--- src/rtl/snn_inference_scheduler.sv ---
`default_nettype none
// ============================================================================
//  Module      : snn_inference_scheduler
//  Description : Round-robin scheduler sharing one neuromorphic inference
//                engine between two requesters (0: CPU, 1: DMA/stream).
//                At most one job is in flight; each job is issued as a
//                one-cycle pulse and completes on the engine strobe or on a
//                timeout, after which the result returns to its owner.
//  Revision    : 1.0 - initial release
// ============================================================================
module snn_inference_scheduler #(
    parameter int TIMEOUT_CYCLES = 64
) (
    input  logic        clk,
    input  logic        rst,
    input  logic [1:0]  req_valid,
    input  logic [63:0] req_data0,
    input  logic [63:0] req_data1,
    output logic [1:0]  req_ready,
    output logic [1:0]  rsp_valid,
    input  logic [1:0]  rsp_ready,
    output logic [63:0] rsp_data,
    output logic        rsp_timeout,
    output logic [63:0] nm_input_data,
    output logic        nm_input_valid,
    input  logic [63:0] nm_output_data,
    input  logic        nm_output_valid,
    output logic        busy,
    output logic        grant_owner,
    output logic [15:0] jobs_done,
    output logic [15:0] timeouts
);

    localparam logic [1:0]  C_IDLE      = 2'd0;
    localparam logic [1:0]  C_ISSUE     = 2'd1;
    localparam logic [1:0]  C_WAIT      = 2'd2;
    localparam logic [1:0]  C_RESP      = 2'd3;
    localparam logic [15:0] C_WAIT_LAST = 16'(TIMEOUT_CYCLES - 1);
    localparam logic [15:0] C_SAT       = 16'hFFFF;

    logic [1:0]  r_state;
    logic [1:0]  w_next_state;
    logic        r_rr_prio;
    logic [15:0] r_wait_cnt;
    logic        w_winner;
    logic        w_accept;
    logic        w_rsp_fire;
    logic        w_wait_last;

    logic [1:0]  r_rsp_valid;
    logic [63:0] r_rsp_data;
    logic        r_rsp_timeout;
    logic [63:0] r_nm_input_data;
    logic        r_nm_input_valid;
    logic        r_busy;
    logic        r_grant_owner;
    logic [15:0] r_jobs_done;
    logic [15:0] r_timeouts;

    assign w_accept    = (r_state == C_IDLE) && (req_valid != 2'b00);
    assign w_rsp_fire  = (r_state == C_RESP) && rsp_ready[r_grant_owner];
    assign w_wait_last = (r_wait_cnt == C_WAIT_LAST);

    // State register
    always_ff @(posedge clk) begin
        if (rst) begin
            r_state <= C_IDLE;
        end else begin
            r_state <= w_next_state;
        end
    end

    // Next-state logic; an engine strobe and the timeout both leave WAIT
    always_comb begin
        w_next_state = r_state;
        case (r_state)
            C_IDLE:  if (w_accept) w_next_state = C_ISSUE;
            C_ISSUE: w_next_state = C_WAIT;
            C_WAIT:  if (nm_output_valid || w_wait_last) w_next_state = C_RESP;
            C_RESP:  if (w_rsp_fire) w_next_state = C_IDLE;
            default: w_next_state = C_IDLE;
        endcase
    end

    // Arbitration and request accept: a lone requester always wins,
    // contention is resolved by the round-robin priority bit
    always_comb begin
        w_winner  = 1'b0;
        req_ready = 2'b00;
        case (req_valid)
            2'b01:   w_winner = 1'b0;
            2'b10:   w_winner = 1'b1;
            2'b11:   w_winner = r_rr_prio;
            default: w_winner = 1'b0;
        endcase
        if (w_accept) begin
            req_ready[w_winner] = 1'b1;
        end
    end

    // Job datapath, response registers and saturating statistics
    always_ff @(posedge clk) begin
        if (rst) begin
            r_rr_prio        <= 1'b0;
            r_wait_cnt       <= 16'd0;
            r_rsp_valid      <= 2'b00;
            r_rsp_data       <= 64'd0;
            r_rsp_timeout    <= 1'b0;
            r_nm_input_data  <= 64'd0;
            r_nm_input_valid <= 1'b0;
            r_busy           <= 1'b0;
            r_grant_owner    <= 1'b0;
            r_jobs_done      <= 16'd0;
            r_timeouts       <= 16'd0;
        end else begin
            r_nm_input_valid <= 1'b0;
            r_busy           <= (w_next_state != C_IDLE);

            if (w_accept) begin
                r_nm_input_data  <= w_winner ? req_data1 : req_data0;
                r_grant_owner    <= w_winner;
                r_rr_prio        <= ~w_winner;
                r_nm_input_valid <= 1'b1;
            end

            if (r_state == C_ISSUE) begin
                r_wait_cnt <= 16'd0;
            end else if (r_state == C_WAIT) begin
                r_wait_cnt <= r_wait_cnt + 16'd1;
            end

            // Strobes outside WAIT are stale and dropped
            if (r_state == C_WAIT) begin
                if (nm_output_valid) begin
                    r_rsp_data    <= nm_output_data;
                    r_rsp_timeout <= 1'b0;
                    r_rsp_valid   <= r_grant_owner ? 2'b10 : 2'b01;
                    if (r_jobs_done != C_SAT) begin
                        r_jobs_done <= r_jobs_done + 16'd1;
                    end
                end else if (w_wait_last) begin
                    r_rsp_data    <= 64'd0;
                    r_rsp_timeout <= 1'b1;
                    r_rsp_valid   <= r_grant_owner ? 2'b10 : 2'b01;
                    if (r_timeouts != C_SAT) begin
                        r_timeouts <= r_timeouts + 16'd1;
                    end
                end
            end

            if (w_rsp_fire) begin
                r_rsp_valid <= 2'b00;
            end
        end
    end

    assign rsp_valid      = r_rsp_valid;
    assign rsp_data       = r_rsp_data;
    assign rsp_timeout    = r_rsp_timeout;
    assign nm_input_data  = r_nm_input_data;
    assign nm_input_valid = r_nm_input_valid;
    assign busy           = r_busy;
    assign grant_owner    = r_grant_owner;
    assign jobs_done      = r_jobs_done;
    assign timeouts       = r_timeouts;

endmodule
`default_nettype wire

--- config.mk ---
export PLATFORM = sky130hd
export DESIGN_NAME = snn_inference_scheduler
export DESIGN_NICKNAME = d
export VERILOG_FILES = /design/src/rtl/snn_inference_scheduler.sv
export SDC_FILE = /design/constraint.sdc
export NUM_CORES = 1
export LEC_CHECK = 0
export CAP_MARGIN = 20
export CORE_MARGIN = 1.5
export CORE_UTILIZATION = 30
export DETAILED_ROUTE_END_ITERATION = 10
export SYNTH_ARGS = -nofsm -noshare
export SYNTH_HDL_FRONTEND = slang
export SYNTH_SLANG_ARGS = --single-unit
--- constraint.sdc ---
create_clock -name clk -period 5.5 [get_ports clk]
set_input_delay 0.825 -clock clk [delete_from_list [all_inputs] [get_ports clk]]
set_output_delay 0.825 -clock clk [all_outputs]
set_load 0.005 [all_outputs]
==> metrics.txt, run 1 <==
setup repair after global routing missed its margin=false; standard-cell rows=55; cell leakage power=between 0.004 and 0.005 uW; grt met3 use=0.0881; top area cells in the synthesized netlist=sky130_fd_sc_hd__dfxtp_1 52%, sky130_fd_sc_hd__nor2_1 9.4%, sky130_fd_sc_hd__a222oi_1 9.1%; total clock sinks=about 190; final routed DRC violation total=0; min-delay worst type=reg -> reg; Worst Skew=between 0.015 and 0.02 ns; Synth warnings=0; Setup-failing EPs final=0; proportion of layout cells with a drive suffix above 1=0.0491; startpoint type of the worst setup path=primary input; vias in the first global route=between 6000 and 7000; share of power burned in registers=0.448; Worst R2R Start=r_wait_cnt[7]; first-pass GRT wire length=38.8 mm; count of port buffers added during placement=about 370; CTS HTree Levels=4; GRT Util Overall=0.205; crit-path most repeated cell=sky130_fd_sc_hd__clkdlybuf4s50_1; arrival time worst endpoint=2.51 ns; clock slew seen by the registers of the worst setup and hold paths=around 0.080 ns; Post-CTS Setup Inserts=0; delay of the slowest cell on the worst path=0.54 ns; Floorplan Core Area=around 23000 um^2; total number of vias=7147; pin count of the biggest net entering global routing=~120; syn_area_per_cell=9.35 um^2; Total Neg Setup Slack=0 ns; kind of critical path=in -> out; crit path capture type=output port; drt pass-1 iters=10; Max Fanout on Critical Path=2; outcome=finished, final reports clean; most instantiated flip-flop cell in the synthesis netlist=sky130_fd_sc_hd__dfxtp_1; flops & latches, synth=around 190; initial standard-cell utilization of the core=0.309; signed area change from the synthesized netlist to the final layout=63.2%; Overflow after GRT=0; initial antenna violation count=3; worst skew pair latency=between 0.4 and 0.5 ns; Net count, final=1288; hold-fix buffers at CTS=0; top cells by instance count after synthesis=185 x sky130_fd_sc_hd__dfxtp_1, 176 x sky130_fd_sc_hd__nor2_1, 66 x sky130_fd_sc_hd__a22oi_1, 64 x sky130_fd_sc_hd__a222oi_1, 49 x sky130_fd_sc_hd__clkbuf_1; routability congestion estimate=0.744; Max Clk Rate=between 0.2 and 0.3 GHz; Bufs and invs on worst path=3; final hold vios=0; CTS tree=done; final worst path period need=around 3.3 ns; routed length per placed instance=between 15 and 20 um; Post-Synthesis Cells=756; Min-Delay Startpoint=r_rr_prio; power per unit of standard cell area=around 280 nW/um^2; GR Layer Usage met2=0.353; Synth async-reset ratio=0; clock buffers created by TritonCTS=17; Req. time, crit path=~4.7 ns; maximum vdd ir drop=between 0.00015 and 0.0002 V; proportion of total power due to net switching=0.272; relative contribution of the clock network to total power=0.367; Mapped Area=slightly above 7000 um^2; relative slew slack=0.351; slowest stage cell, crit path=sky130_fd_sc_hd__clkdlybuf4s50_1; # Max-Cap Violations=0; cell at the root of the clock tree=sky130_fd_sc_hd__clkbuf_16; GRT met1 Usage=0.230; transition time of the tightest slew-check pin=just under 1 ns; combinational share of power=0.185; Max Root-Sink Buffers=2; top cell type's share of synthesized area=0.524; power spent charging and discharging nets=a little under 900 uW; die outline height=between 150 and 200 um; Int Power=~2400 uW; Via-to-Cell Ratio=between 5 and 6; post-route clock period utilization=0.607; Yosys cell types=48; Die X-Extent=between 150 and 200 um; ordered list of cells on the worst path=clkdlybuf4s50_1 -> inv_1 -> o21ai_0 -> nor2b_4 -> clkdlybuf4s50_1; Slew Limit Fails=0; start point of the critical path=req_valid[0]; overall power consumption=about 3300 uW; Routed Wire Length=between 20 and 30 mm; die area=~24000 um^2; Worst path top cell family by delay=buffers and inverters; most frequent cell after synthesis=sky130_fd_sc_hd__dfxtp_1; Top Usage Layer GRT=met2; sequential-to-total area share from yosys stat=0.524; number of nets in the synthesized netlist=958; top-level port count=approximately 370; number of enable-type register cells in the synthesized netlist=0; Iteration-0 DRC Markers=about 570; Resized cells post-CTS=0; Yosys top cell by area=sky130_fd_sc_hd__dfxtp_1; number of nets with antenna violations after routing=0; HPWL Detailed=18.1 mm
## cell type report
cell class / count / area [um^2]
multi-input cells: 501 / 3120
repair buffers: 372 / 3710
fillers: 2213 / 11300
inverters: 9 / 33.8
clock inverters: 14 / 125
clock buffers: 18 / 439
well taps: 313 / 392
diodes: 4 / 10.0
flip-flops and latches: 185 / 3700
## flip-flops by register name, indices dropped and copies added (netlist names)
register	cells
rsp_timeout	1
r_state	2
timeouts	16
grant_owner	1
r_wait_cnt	16
rsp_data	64
r_rr_prio	1
jobs_done	16
nm_input_valid	1
rsp_valid	2
busy	1
nm_input_data	64
## path summary, 6_finish.rpt
path,slack (ns),to,cells past startpoint
min,0.49,r_rr_prio,2
max reg2reg,2.81,timeouts[5],5
min reg2reg,0.49,r_rr_prio,2
max,2.16,req_ready[0],5
## power groups by stage
stage | Sequential (uW) | Clock (uW) | Combinational (uW)
after detailed placement | 1500 | 0 | 609
after floorplan | 1500 | 0 | 232
final | 1470 | 1200 | 607
after global routing | 1480 | 1300 | 659
after global placement | 1500 | 0 | 610
after CTS | 1470 | 1240 | 614
## logic make-up (layout without fill, tap and decap cells)
kind of cell | Yosys count | after routing | share of synthesized area
and+or+nand+nor | 286 | 286 | 0.189
DFF | 185 | 185 | 0.524
AOI/OAI and AO/OA | 180 | 180 | 0.200
buffers and inverters | 70 | 413 | 0.0395
xor gates and xnor gates | 26 | 26 | 0.0322
muxes | 6 | 6 | 0.00974
adders and majority gates | 3 | 3 | 0.00531
other | 0 | 4 | 0
## through the flow
step                      hold WS [ns]  setup slack [ns]  std cells  utilization  cell area [um^2]
after floorplan                  0.451              2.96        756            -              7070
after global placement           0.476              2.11       1380        0.480             11000
after detailed placement         0.477              2.12       1380        0.480             11000
after CTS                        0.495              2.11       1412        0.504             11500
after global routing             0.511              2.05       1415        0.505             11500
final                            0.494              2.16       1416        0.505             11500
## routing by layer
layer	share of wire	wire length [um]
met1	0.39	10200
met2	0.50	12800
met3	0.10	2600
met4	0.0099	255
met5	0	0
## cells in the final DEF, fill, tap and decap left out, types with 5 or more instances in the layout
master,instances
sky130_fd_sc_hd__clkdlybuf4s50_1,365
sky130_fd_sc_hd__dfxtp_1,185
sky130_fd_sc_hd__nor2_1,176
sky130_fd_sc_hd__a22oi_1,66
sky130_fd_sc_hd__a222oi_1,64
sky130_fd_sc_hd__a21oi_1,22
sky130_fd_sc_hd__nand2_1,18
sky130_fd_sc_hd__nand3_1,18
sky130_fd_sc_hd__clkbuf_16,17
sky130_fd_sc_hd__xor2_1,14
sky130_fd_sc_hd__or3_1,14
sky130_fd_sc_hd__o21ai_0,13
sky130_fd_sc_hd__nand4_1,12
sky130_fd_sc_hd__xnor2_1,12
sky130_fd_sc_hd__inv_1,9
sky130_fd_sc_hd__nor3_1,6
sky130_fd_sc_hd__or4_1,6
sky130_fd_sc_hd__inv_6,6
sky130_fd_sc_hd__buf_4,6
sky130_fd_sc_hd__nor4_1,5
## tightest hold or removal path, cell delays in order (launching register included)
cell and delay (ns):
sky130_fd_sc_hd__dfxtp_1 0.33, sky130_fd_sc_hd__a21oi_1 0.06, sky130_fd_sc_hd__nor2_1 0.07
Note: power is estimated with default switching activity, not from simulation.
==> run 2: changes to the inputs <==
Clock period 5.5 ns to 3.4 ns, I/O delays scaled along.
==> metrics.txt, run 2 (synthesis results as in run 1) <==
number of nets with antenna violations after routing=0 (unchanged); delay of the slowest cell on the worst path=0.56 ns (+0.02 ns); cell leakage power=0.00405 uW (+0.55%); initial standard-cell utilization of the core=0.309 (unchanged); Max Clk Rate=~0.38 GHz; share of power burned in registers=0.447 (about the same); setup repair after global routing missed its margin=false; Resized cells post-CTS=0 (unchanged); commonest cells after routing, fill and taps aside=365 x sky130_fd_sc_hd__clkdlybuf4s50_1, 185 x sky130_fd_sc_hd__dfxtp_1, 176 x sky130_fd_sc_hd__nor2_1; min-delay worst type=in -> reg; power spent charging and discharging nets=1440 uW (+61%); Worst Skew=0.0151 ns (+0.000115 ns); capturing instance or port of the critical path=timeouts[5]; relative slew slack=0.475 (+0.124); Setup-failing EPs final=0 (unchanged); hold-fix buffers at CTS=0 (unchanged); crit-path most repeated cell=sky130_fd_sc_hd__or3_1; Routed Wire Length=25.7 mm (-0.53%); crit path capture type=flip-flop; HPWL Detailed=18.3 mm (+0.78%); most common cell after layout, fill and taps aside=sky130_fd_sc_hd__clkdlybuf4s50_1; critical path depth in cells=5 (unchanged); Overflow after GRT=0 (unchanged); Register-to-Register Path Depth=5 (unchanged); Max Fanout on Critical Path=13 (+11); proportion of total power due to net switching=0.271 (-0.000658); setup slack on the worst flop-to-flop path=0.74 ns (-2.07 ns); proportion of layout cells with a drive suffix above 1=0.0526 (+0.00345); Req. time, crit path=3.72 ns (-0.96 ns); clock slew seen by the registers of the worst setup and hold paths=0.08 ns (about the same); relative contribution of the clock network to total power=0.366 (about the same); final routed DRC violation total=0 (unchanged); ordered list of cells on the worst path=or4_4 -> or3_1 -> or3_4 -> or3_1 -> mux2_4; power per unit of standard cell area=459 nW/um^2 (+61%); Worst path top cell family by delay=simple AND/OR/NAND/NOR gates; post-route cell area=11600 um^2 (+0.36%); top-level port count=367 (unchanged); initial antenna violation count=3 (unchanged); vias in the first global route=6609 (-4.6%); startpoint type of the worst setup path=flip-flop; first-pass GRT wire length=37.8 mm (-2.5%); outcome=finished, final reports clean; routed length per placed instance=18.1 um (-0.67%); Post-CTS Setup Inserts=0 (unchanged); Bufs and invs on worst path=0 (-3); CTS HTree Levels=4 (unchanged); Total Neg Setup Slack=0 ns (unchanged); drt pass-1 iters=6 (-4); total number of vias=7081 (-0.92%); Net count, final=1292 (+0.31%); # Max-Cap Violations=0 (unchanged); start point of the critical path=r_wait_cnt[7]; Worst R2R Start=r_wait_cnt[7]; count of port buffers added during placement=366 (unchanged); kind of critical path=reg -> reg; Slew Limit Fails=0 (unchanged); die area=24500 um^2 (unchanged); CTS tree=done; Die X-Extent=156 um (unchanged); final worst path period need=between 2 and 3 ns; Max Root-Sink Buffers=2 (unchanged); signed area change from the synthesized netlist to the final layout=63.8%; die outline height=156 um (unchanged); Via-to-Cell Ratio=4.99 (-1.1%); total clock sinks=185 (unchanged); Iteration-0 DRC Markers=598 (+4.2%); final hold vios=0 (unchanged); cell at the root of the clock tree=sky130_fd_sc_hd__clkbuf_16; arrival time worst endpoint=2.98 ns (+0.47 ns); post-route clock period utilization=0.782; reg-to-reg endpoint=timeouts[5]; worst skew pair latency=0.43 ns (about the same); pin count of the biggest net entering global routing=70 (-44%); transition time of the tightest slew-check pin=0.788 ns (-0.186 ns); combinational share of power=0.187 (+0.002); standard-cell rows=55 (unchanged); slowest stage cell, crit path=sky130_fd_sc_hd__or4_4; clock buffers created by TritonCTS=17 (unchanged); routability congestion estimate=0.794 (+6.7%); maximum vdd ir drop=0.000288 V (+67%); Floorplan Core Area=22800 um^2 (unchanged); placed cell areas=11000 um^2 (+0.39%); Int Power=3870 uW (+62%); GRT Util Overall=0.201 (-0.00383)
-- run 2: cell count changes in the layout (fill, tap and decap cells not counted), sizes merged --
cell / previous run / this run
buf: 7 / 11
clkinv: 4 / 5
clkinvlp: 0 / 1
diode: 4 / 2
inv: 19 / 17
-- run 2: power groups by stage --
stage,logic [uW],clock network [uW],registers (uW)
6_report,993,1940,2380
5_1_grt,1080,2100,2390
4_1_cts,1000,2010,2380
3_5_place_dp,997,0,2420
3_3_place_gp,1000,0,2420
2_1_floorplan,376,0,2420
-- run 2: layout make-up --
type | instances | area [um^2]
Tap cell | 313 | 392
Fill cell | 2210 | 11300
Clock buffer | 18 | 439
Clock inverter | 14 | 129
Antenna cell | 2 | 5.00
Sequential cell | 185 | 3700
Multi-Input combinational cell | 501 | 3120
Timing Repair Buffer | 376 | 3750
Inverter | 9 | 33.8
-- run 2: worst min path at each step --
stage | start | to | slack, ns | cells past startpoint
after global placement | r_rr_prio | r_rr_prio | 0.47 | 2
after CTS | rst | timeouts[0] | 0.47 | 2
after detailed placement | r_rr_prio | r_rr_prio | 0.47 | 2
after global routing | rst | rsp_data[23] | 0.49 | 2
final | rst | timeouts[0] | 0.48 | 2
after floorplan | r_rr_prio | r_rr_prio | 0.45 | 2
-- run 2: per-layer routing --
layer | GRT usage | vias to the layer above | routed length (um)
met5 | 0 | - | 13
met4 | 0.0630 | 2 | 312
met3 | 0.0809 | 24 | 2570
met2 | 0.335 | 266 | 12600
met1 | 0.235 | 3299 | 10300
li1 | - | 3490 | -
-- run 2: stage by stage --
step | utilization | hold WS [ns] | instances | power [uW] | setup slack, ns
6_report | 0.507 | 0.477 | 1418 | 5310 | 0.741
5_1_grt | 0.507 | 0.486 | 1418 | 5570 | 0.626
4_1_cts | 0.506 | 0.468 | 1416 | 5390 | 0.732
3_5_place_dp | 0.481 | 0.474 | 1384 | 3420 | 0.513
3_3_place_gp | 0.481 | 0.470 | 1384 | 3420 | 0.542
2_1_floorplan | - | 0.451 | 756 | 2800 | 0.885
==> patch, RTL diff (settings of run 1) <==
Make the reset (`rst`) asynchronous in 2 clocked blocks.
--- a/src/rtl/snn_inference_scheduler.sv
+++ b/src/rtl/snn_inference_scheduler.sv
@@ -63,5 +63,5 @@
 
     // State register
-    always_ff @(posedge clk) begin
+    always_ff @(posedge clk or posedge rst) begin
         if (rst) begin
             r_state <= C_IDLE;
@@ -100,5 +100,5 @@
 
     // Job datapath, response registers and saturating statistics
-    always_ff @(posedge clk) begin
+    always_ff @(posedge clk or posedge rst) begin
         if (rst) begin
             r_rr_prio        <= 1'b0;
Formal check against the unedited RTL: differs if rst is asserted again (counterexample within 4 cycles, from zero or initial values and one cycle with rst high); with rst held inactive, the same outputs for 4 cycles.
==> patch against run 1 <==
  * Wire length grew 1.9%
  * Sequential cell count did not move
  * Area after synthesis is 12% higher
  * Design area increased by 8.5%
  * Maximum frequency rose by 8.0%
  * Global-route usage is 1.9 points lower
  * Worst setup slack improved by 250 ps
  * Critical path type unchanged
Power is not compared: it rests on default switching activity, and its combinational part moved more than twofold at a synthesized area within 25%.
==> patch: results (changes against run 1) <==
sequential area share after synthesis=58.7% (was 52.4%); post-DR vias/cell=4.89 (was 5.05); DP HPWL=18400 µm (was 18100 µm); Worst Hold End=timeouts[8] (was r_rr_prio); crit-path max FO=4 (was 2); global-route usage over all layers=18.6% (was 20.5%); register area=0.00463 mm² (was 0.00370 mm²); top post-synthesis cells by area=dfrtp_1, a222oi_1, nand2_1 (was dfxtp_1, nor2_1, a222oi_1); vias in the first global route=6853 (was 6931); initial antenna violation count=4 (was 3); Setup Skew=14.9 ps (was 15.0 ps); Detailed Route Iter0 Violations=634 (was 574); crit path DAT=2270 ps (was 2510 ps); first-pass GRT wire length=39000 µm (was 38800 µm); Hold Path Cell Cnt=1 (was 2); worst hold path startpoint=timeouts[8] (was r_rr_prio); Post-Synthesis Net Count=980 (was 958); layout cells sized above 1=4.95% (was 4.91%); LEAKAGE=between 5 and 6 nW; DRT Pass-1 Iters=6 (was 10); reg2reg start=r_state[0] (was r_wait_cnt[7]); post-synthesis cell type count=45 (was 48); Total Wirelength=26300 µm (was 25900 µm); Layout fillers=2419 (was 2213); FF-to-FF path depth=7 (was 5); status=completed (unchanged); placed insts=1435 (was 1380); pin count of the biggest net entering global routing=128 (was 124); register-to-register setup slack=3000 ps (was 2810 ps); Syn Area/Cell=10.2 µm² (was 9.35 µm²); WHS=503 ps (was 494 ps); Nets=1325 (was 1288); Finished Layout Cells=1470 (was 1416); most common library cells after synthesis=dfrtp_1, nand2_1, inv_1, o21ai_0, a222oi_1 (was dfxtp_1, nor2_1, a22oi_1, a222oi_1, clkbuf_1); GP Congestion=0.784 (was 0.744); R2R Path End=timeouts[6] (was timeouts[5]); Place WS=2270 ps (was 2120 ps); Cell Area, Placed=0.0119 mm² (was 0.0110 mm²); largest buffer count on any clock path=2 (unchanged); Slew HR=41.9% (was 35.1%); FFs w/ async S/R, synth=100% (was 0%)
patch: changes by cell type in the layout (fill, tap and decap cells not counted), sizes merged, moves of 5 or more:
cell | run 1 | this run
a22oi | 66 | 0
xnor2 | 12 | 17
nand2 | 18 | 155
o21ai | 14 | 77
or3 | 15 | 4
a21oi | 23 | 8
and3 | 3 | 12
inv | 19 | 83
nor2 | 176 | 22
dfrtp | 0 | 185
dfxtp | 185 | 0
or4 | 7 | 1
patch: layout make-up:
class | count | share of cell area, %
clock inverter | 15 | 1.43
sequential | 185 | 37.0
tap | 335 | 3.35
inverter | 76 | 2.31
timing repair buffer | 374 | 29.8
antenna | 3 | 0.0600
clock buffer | 17 | 3.40
multi-input combinational | 465 | 22.6
patch: cells by family after synthesis:
logic type	share of synthesized area, %
and+or+nand+nor	14.5
buffers and inverters	5.99
xor gates and xnor gates	3.54
muxes	0.682
AOI/OAI and AO/OA	15.5
adders and majority gates	1.11
DFF	58.7
patch: worst max path at each step:
stage	slack [ps]	to	cells after the start	startpoint
2_1_floorplan	2300	busy	1	rst
3_3_place_gp	2290	jobs_done[3]	5	nm_output_valid
3_5_place_dp	2270	jobs_done[3]	5	nm_output_valid
4_1_cts	2390	req_ready[0]	4	req_valid[0]
5_1_grt	2340	req_ready[1]	4	req_valid[1]
6_report	2410	req_ready[1]	4	req_valid[1]
patch: worst max-delay path: stages:
cell	delay, ps
clkdlybuf4s50_1	620
nand2_1	140
a21oi_4	160
clkdlybuf4s50_1	520
patch: power groups by stage:
stage,sequential (mW),clock (mW),combinational [mW]
2_1_floorplan,2.20,0,0.913
3_3_place_gp,2.18,0,2.35
3_5_place_dp,2.20,0,2.37
4_1_cts,2.18,1.31,2.37
5_1_grt,2.24,1.37,2.58
6_report,2.18,1.27,2.34
patch: per-layer routing:
metal	wire length [µm]	track usage [%]
met5	0	0
met3	2630	6.99
met4	245	4.22
met2	12400	29.8
met1	11000	23.8
